File: src/rtl/sdn_parser_hdr_fetch.sv
// rtl/sdn_parser_hdr_fetch.sv - SDN parser ingress header fetch: captures the first HDR_BEATS beats of each packet
module sdn_parser_hdr_fetch #(
    parameter int PRS_RX_DATA_W = 512,
    parameter int PRS_RX_KEEP_W = PRS_RX_DATA_W / 8,
    parameter int HDR_BEATS     = 2,
    parameter int LEN_W         = 16,
    parameter int MIN_PKT_BYTES = 14,
    parameter int DROP_MODE     = 0
) (
    input  logic                               clk,
    input  logic                               resetn,
    input  logic                               parser_axis_rx_tvalid_i,
    input  logic [PRS_RX_DATA_W-1:0]           parser_axis_rx_tdata_i,
    input  logic [PRS_RX_KEEP_W-1:0]           parser_axis_rx_tkeep_i,
    input  logic                               parser_axis_rx_tlast_i,
    output logic                               parser_axis_rx_tready_o,
    output logic                               parser_axis_rx_tdrop_o,
    output logic                               hdr_valid_o,
    input  logic                               hdr_ready_i,
    output logic [HDR_BEATS*PRS_RX_DATA_W-1:0] hdr_data_o,
    output logic [LEN_W-1:0]                   hdr_len_o,
    output logic [LEN_W-1:0]                   pkt_len_o,
    output logic [31:0]                        drop_cnt_o
);

    localparam int IDX_W     = $clog2(HDR_BEATS + 1);
    localparam int CNT_W     = $clog2(PRS_RX_KEEP_W + 1);
    localparam int WIN_BYTES = HDR_BEATS * PRS_RX_KEEP_W;

    typedef enum logic [1:0] {IDLE, CAPT, SKIP, DROP} state_t;

    state_t                   state;
    logic [IDX_W-1:0]         beat_idx;
    logic [IDX_W-1:0]         idx_next;
    logic [LEN_W-1:0]         byte_cnt;
    logic [LEN_W-1:0]         cnt_base;
    logic [LEN_W:0]           beat_bytes;
    logic [LEN_W:0]           cnt_sum;
    logic [LEN_W-1:0]         next_cnt;
    logic [LEN_W-1:0]         win_len;
    logic [PRS_RX_DATA_W-1:0] masked_data;
    logic                     beat_fire;
    logic                     hdr_accept;
    logic                     start_drop;
    logic                     is_drop;

    function automatic logic [CNT_W-1:0] popcount(input logic [PRS_RX_KEEP_W-1:0] k);
        logic [CNT_W-1:0] c;
        c = '0;
        for (int i = 0; i < PRS_RX_KEEP_W; i++) begin
            c = c + CNT_W'(k[i]);
        end
        return c;
    endfunction

    // Only a new packet start can be stalled, and only while the held header is not being taken.
    assign parser_axis_rx_tready_o = !((state == IDLE) && (DROP_MODE == 0) && hdr_valid_o && !hdr_ready_i);

    assign beat_fire  = parser_axis_rx_tvalid_i && parser_axis_rx_tready_o;
    assign hdr_accept = hdr_valid_o && hdr_ready_i;
    assign start_drop = (state == IDLE) && (DROP_MODE != 0) && hdr_valid_o;
    assign idx_next   = beat_idx + 1'b1;

    // Bytes beyond tkeep on the last beat are zeroed so the window never carries stale data.
    always_comb begin
        masked_data = parser_axis_rx_tdata_i;
        for (int i = 0; i < PRS_RX_KEEP_W; i++) begin
            if (parser_axis_rx_tlast_i && !parser_axis_rx_tkeep_i[i]) begin
                masked_data[i*8 +: 8] = 8'h00;
            end
        end
    end

    always_comb begin
        cnt_base   = (state == IDLE) ? '0 : byte_cnt;
        beat_bytes = parser_axis_rx_tlast_i ? (LEN_W+1)'(popcount(parser_axis_rx_tkeep_i))
                                            : (LEN_W+1)'(PRS_RX_KEEP_W);
        cnt_sum    = {1'b0, cnt_base} + beat_bytes;
        next_cnt   = cnt_sum[LEN_W] ? '1 : cnt_sum[LEN_W-1:0];
        win_len    = (next_cnt < LEN_W'(WIN_BYTES)) ? next_cnt : LEN_W'(WIN_BYTES);
        is_drop    = (state == DROP) || start_drop || (next_cnt < LEN_W'(MIN_PKT_BYTES));
    end

    always_ff @(posedge clk) begin
        if (!resetn) begin
            state                  <= IDLE;
            beat_idx               <= '0;
            byte_cnt               <= '0;
            parser_axis_rx_tdrop_o <= 1'b0;
            hdr_valid_o            <= 1'b0;
            hdr_data_o             <= '0;
            hdr_len_o              <= '0;
            pkt_len_o              <= '0;
            drop_cnt_o             <= '0;
        end else begin
            parser_axis_rx_tdrop_o <= 1'b0;
            if (hdr_accept) begin
                hdr_valid_o <= 1'b0;
            end
            if (beat_fire) begin
                byte_cnt <= next_cnt;
                case (state)
                    IDLE: begin
                        if (start_drop) begin
                            state <= DROP;
                        end else begin
                            for (int k = 0; k < HDR_BEATS; k++) begin
                                hdr_data_o[k*PRS_RX_DATA_W +: PRS_RX_DATA_W] <= (k == 0) ? masked_data : '0;
                            end
                            beat_idx <= IDX_W'(1);
                            state    <= (HDR_BEATS == 1) ? SKIP : CAPT;
                        end
                    end
                    CAPT: begin
                        for (int k = 0; k < HDR_BEATS; k++) begin
                            if (IDX_W'(k) == beat_idx) begin
                                hdr_data_o[k*PRS_RX_DATA_W +: PRS_RX_DATA_W] <= masked_data;
                            end
                        end
                        beat_idx <= idx_next;
                        if (idx_next == IDX_W'(HDR_BEATS)) begin
                            state <= SKIP;
                        end
                    end
                    default: begin
                    end
                endcase
                if (parser_axis_rx_tlast_i) begin
                    state <= IDLE;
                    if (is_drop) begin
                        parser_axis_rx_tdrop_o <= 1'b1;
                        if (drop_cnt_o != 32'hFFFF_FFFF) begin
                            drop_cnt_o <= drop_cnt_o + 32'd1;
                        end
                    end else begin
                        pkt_len_o   <= next_cnt;
                        hdr_len_o   <= win_len;
                        hdr_valid_o <= 1'b1;
                    end
                end
            end
        end
    end

endmodule

File: config.mk
export PLATFORM = sky130hd
export DESIGN_NAME = sdn_parser_hdr_fetch
export DESIGN_NICKNAME = d
export VERILOG_FILES = /design/src/rtl/sdn_parser_hdr_fetch.sv
export SDC_FILE = /design/constraint.sdc
export NUM_CORES = 2
export LEC_CHECK = 0
export CAP_MARGIN = 40
export CORE_AREA = 2 2 653 655
export CTS_BUF_LIST = sky130_fd_sc_hd__clkbuf_16
export CTS_CLUSTER_DIAMETER = 40
export DETAILED_ROUTE_END_ITERATION = 12
export DIE_AREA = 0 0 655 657
export PLACE_DENSITY = 0.32
export SLEW_MARGIN = 15
export SYNTH_ARGS = -nofsm -noshare
export SYNTH_HDL_FRONTEND = slang
export SYNTH_SLANG_ARGS = --single-unit
File: constraint.sdc
create_clock -name clk -period 31.1 [get_ports clk]
set_clock_uncertainty 0.1 [all_clocks]
set_input_delay 6.22 -clock clk [delete_from_list [all_inputs] [get_ports clk]]
set_output_delay 6.22 -clock clk [all_outputs]
set_load 0.05 [all_outputs]
==> flow_summary.json <==
{
  "status": "completed",
  "ant_nets": 0,
  "start_util_pct": 10.3,
  "track_usage_pct": 16.8,
  "dieWidth_um": 655,
  "worstHoldStart": "hdr_data_o[23]",
  "gr-total-overflow": 0,
  "ctsResizeCount": 0,
  "p_comb_share_pct": 30.2,
  "die_height_um": 657,
  "synth_top_flop_cell": "dfxtp_1",
  "firstDrtPassIters": 6,
  "crit_required_ns": 31.81,
  "wire_per_inst_um": 29.3,
  "drc_errors": 0,
  "cellPowerDensity_nw_per_um2": 84.9,
  "post-cts-setup-buffers": 0,
  "clock-sinks": 1110,
  "slew_violations": 0,
  "numCtsBuffers": 289,
  "hold_path.class": "reg2reg",
  "synth_edf_count": 0,
  "crit_type": "in2reg",
  "r2r-end": "hdr_data_o[650]",
  "grt_max_degree": 168,
  "syn-cell-area_um2": 43400,
  "grt_pass1_vias": 48100,
  "fin_setup_tns_ns": 0,
  "worstSetupStartpointType": "primary input",
  "finalWirelength_um": 379000,
  "root_buffer": "clkbuf_16",
  "antenna_found_initial": 220,
  "setup_viol": 0,
  "layout_worst_path_cycle_share_pct": 50.3,
  "postLayoutCoreUtil_pct": 18.3,
  "syn_to_final_growth_pct": 78.4,
  "maxSlewHeadroom_pct": 25.3,
  "irDropWorstVdd_mv": 0.129,
  "yosysTopAreaCellShare_pct": 51.3,
  "rsz0062_at_grt": "false",
  "final_nets": 7650,
  "r2r-start": "state[0]",
  "yosysWarnings": 0,
  "critPathSlowestCell": "fa_1",
  "hpwl_um": 309000,
  "pin_count": 1672,
  "viasPerCell": 3.83,
  "cp_common_cell": "fa_1",
  "clkLatencyLatePin_ns": 0.88,
  "coreArea_um2": 423000,
  "synth.distinct_cells": 65,
  "ys_seq_area_share_pct": 51.3,
  "num_rows": 239,
  "clockBufferDepth": 4,
  "synth_seq_cells": 1110,
  "syn-num-nets": 6045,
  "cts_tree": "built",
  "tightest_slew_ns": 1.12,
  "route.vias.total": 49500,
  "timing.fmax_ghz": 0.0640,
  "yosysTopAreaCell": "dfxtp_1",
  "synthArstFlopShare_pct": 0,
  "p_sw_mw": 2.35,
  "slowest_delay_ns": 0.92,
  "clkPwrFrac_pct": 46.1,
  "place_congestion": 0.870,
  "p_int_mw": 4.22,
  "grt_pass1_wl_um": 487000,
  "p_seq_share_pct": 23.7,
  "die_area_um2": 430000,
  "switching_share_pct": 35.8,
  "final_layout_size_suffix_gt1_share_pct": 8.32,
  "path_max_fanout": 32,
  "netlist_instances": 5383,
  "hold_viol": 0,
  "cp-end-kind": "flop",
  "drt-initial-drc-count": 3749,
  "io_buffer_count": 1671,
  "synth_area_per_cell_um2": 8.05,
  "worst-r2r-setup-slack_ns": 24.64,
  "min_to": "hdr_data_o[23]",
  "p_leak_nw": 26.0,
  "cts_hold_buffers": 0,
  "r2r_cells": 10,
  "htreeDepth": 5,
  "cp.arrival_ns": 16.35,
  "whs_path_depth": 2,
  "synth_area_leaders": "dfxtp_1, a21oi_1, nand2_1, nand3_1, nand4_1",
  "min_period_ns": 15.63,
  "drv_cap": 0,
  "clk_pin_slew_ns": 0.04
}
critical path, delay by kind of cell:
kind	cells	cell delay, ns
AO/OA/AOI/OAI	10	2.36
XOR/XNOR	1	0.07
adder cells (fa/ha/maj)	10	5.22
buffers and inverters	6	1.20
AND/OR/NAND/NOR	4	1.24
placed cells by master, fill, tap and decap left out, drive strengths merged, types with 10 or more instances in the layout:
cell type	Yosys	routed
bufinv	0	37
diode	0	53
clkinvlp	0	19
fa	55	55
clkbuf	483	291
buf	18	156
nand4	311	311
a211oi	13	13
nand2b	32	32
ha	26	26
nor4	15	15
o31ai	10	10
clkinv	2	111
and2	41	41
o21a	15	15
mux2i	12	12
a21oi	1077	1077
nor3	14	14
o21ai	22	22
clkdlybuf4s50	0	1659
inv	108	169
nand3	733	733
dfxtp	1110	1110
nand2	1144	1144
nor2	51	51
state kept, by name (all words and copies together) (netlist names):
| register | cells |
|---|---|
| hdr_data_o | 1024 |
| drop_cnt_o | 32 |
| byte_cnt | 16 |
| hdr_len_o | 16 |
| pkt_len_o | 16 |
| beat_idx | 2 |
| state | 2 |
| hdr_valid_o | 1 |
| parser_axis_rx_tdrop_o | 1 |
cells by family after synthesis:
| group | Yosys count | synth area share [%] |
|---|---|---|
| buf+inv | 611 | 5.35 |
| mux | 12 | 0.277 |
| compound gates | 1177 | 14.1 |
| xor+xnor | 16 | 0.323 |
| simple gates | 2376 | 25.4 |
| flops | 1110 | 51.3 |
| fa+ha+maj | 81 | 3.29 |
worst max-delay path by stage:
stage                     cells past startpoint                  startpoint        endpoint
after global routing                         31   parser_axis_rx_tkeep_i[5]   drop_cnt_o[9]
after CTS                                    30   parser_axis_rx_tkeep_i[5]    hdr_len_o[1]
after global placement                       30   parser_axis_rx_tkeep_i[5]    hdr_len_o[1]
after detailed placement                     30   parser_axis_rx_tkeep_i[5]    hdr_len_o[1]
final                                        31   parser_axis_rx_tkeep_i[5]  drop_cnt_o[11]
after floorplan                              32  parser_axis_rx_tkeep_i[35]  drop_cnt_o[11]
cell type report:
cell class | count | area [µm²]
clock inverter | 226 | 2400
antenna | 53 | 133
fill | 47400 | 345000
tap | 5663 | 7090
inverter | 110 | 420
timing repair buffer | 1815 | 18900
sequential | 1110 | 22200
multi-input combinational | 3662 | 18900
clock buffer | 291 | 7280
synthesized netlist by cell type (18+ instances only):
cell and instances:
fa_1 55, ha_1 26, and2_1 40, clkbuf_1 483
nand4_1 310, nand2b_1 32, dfxtp_1 1110, a21oi_1 1077
o21ai_0 18, nand2_1 1144, nand3_1 733, inv_1 107
nor2_1 51
routing by layer:
layer | global-route usage (%) | wire length (µm) | vias to the layer above | share of wire [%]
li1 | - | - | 22000 | -
met1 | 19.1 | 146000 | 24400 | 38
met2 | 28.4 | 181000 | 2367 | 48
met3 | 6.67 | 38100 | 676 | 10
met4 | 5.56 | 13600 | 116 | 3.6
met5 | 0 | 773 | - | 0.20
through the flow:
step,hold slack [ns],total power [mW],worst slack [ns],instance area (µm²),cells
final,0.345,6.57,15.47,77300,12900
after floorplan,0.332,2.83,16.69,43400,5383
after detailed placement,0.343,3.58,14.37,67400,12400
after CTS,0.349,6.65,15.35,77100,12900
after global routing,0.358,6.90,15.06,77300,12900
after global placement,0.339,3.54,14.43,65900,12300
power groups by stage:
stage / registers [mW] / logic [mW] / clock network [mW]
finish: 1.56 / 1.98 / 3.03
global route: 1.56 / 2.17 / 3.17
CTS: 1.56 / 2.01 / 3.09
detailed placement: 1.58 / 2.00 / 0
global placement: 1.58 / 1.96 / 0
floorplan: 1.81 / 1.02 / 0
(Power assumes the default switching activity.)
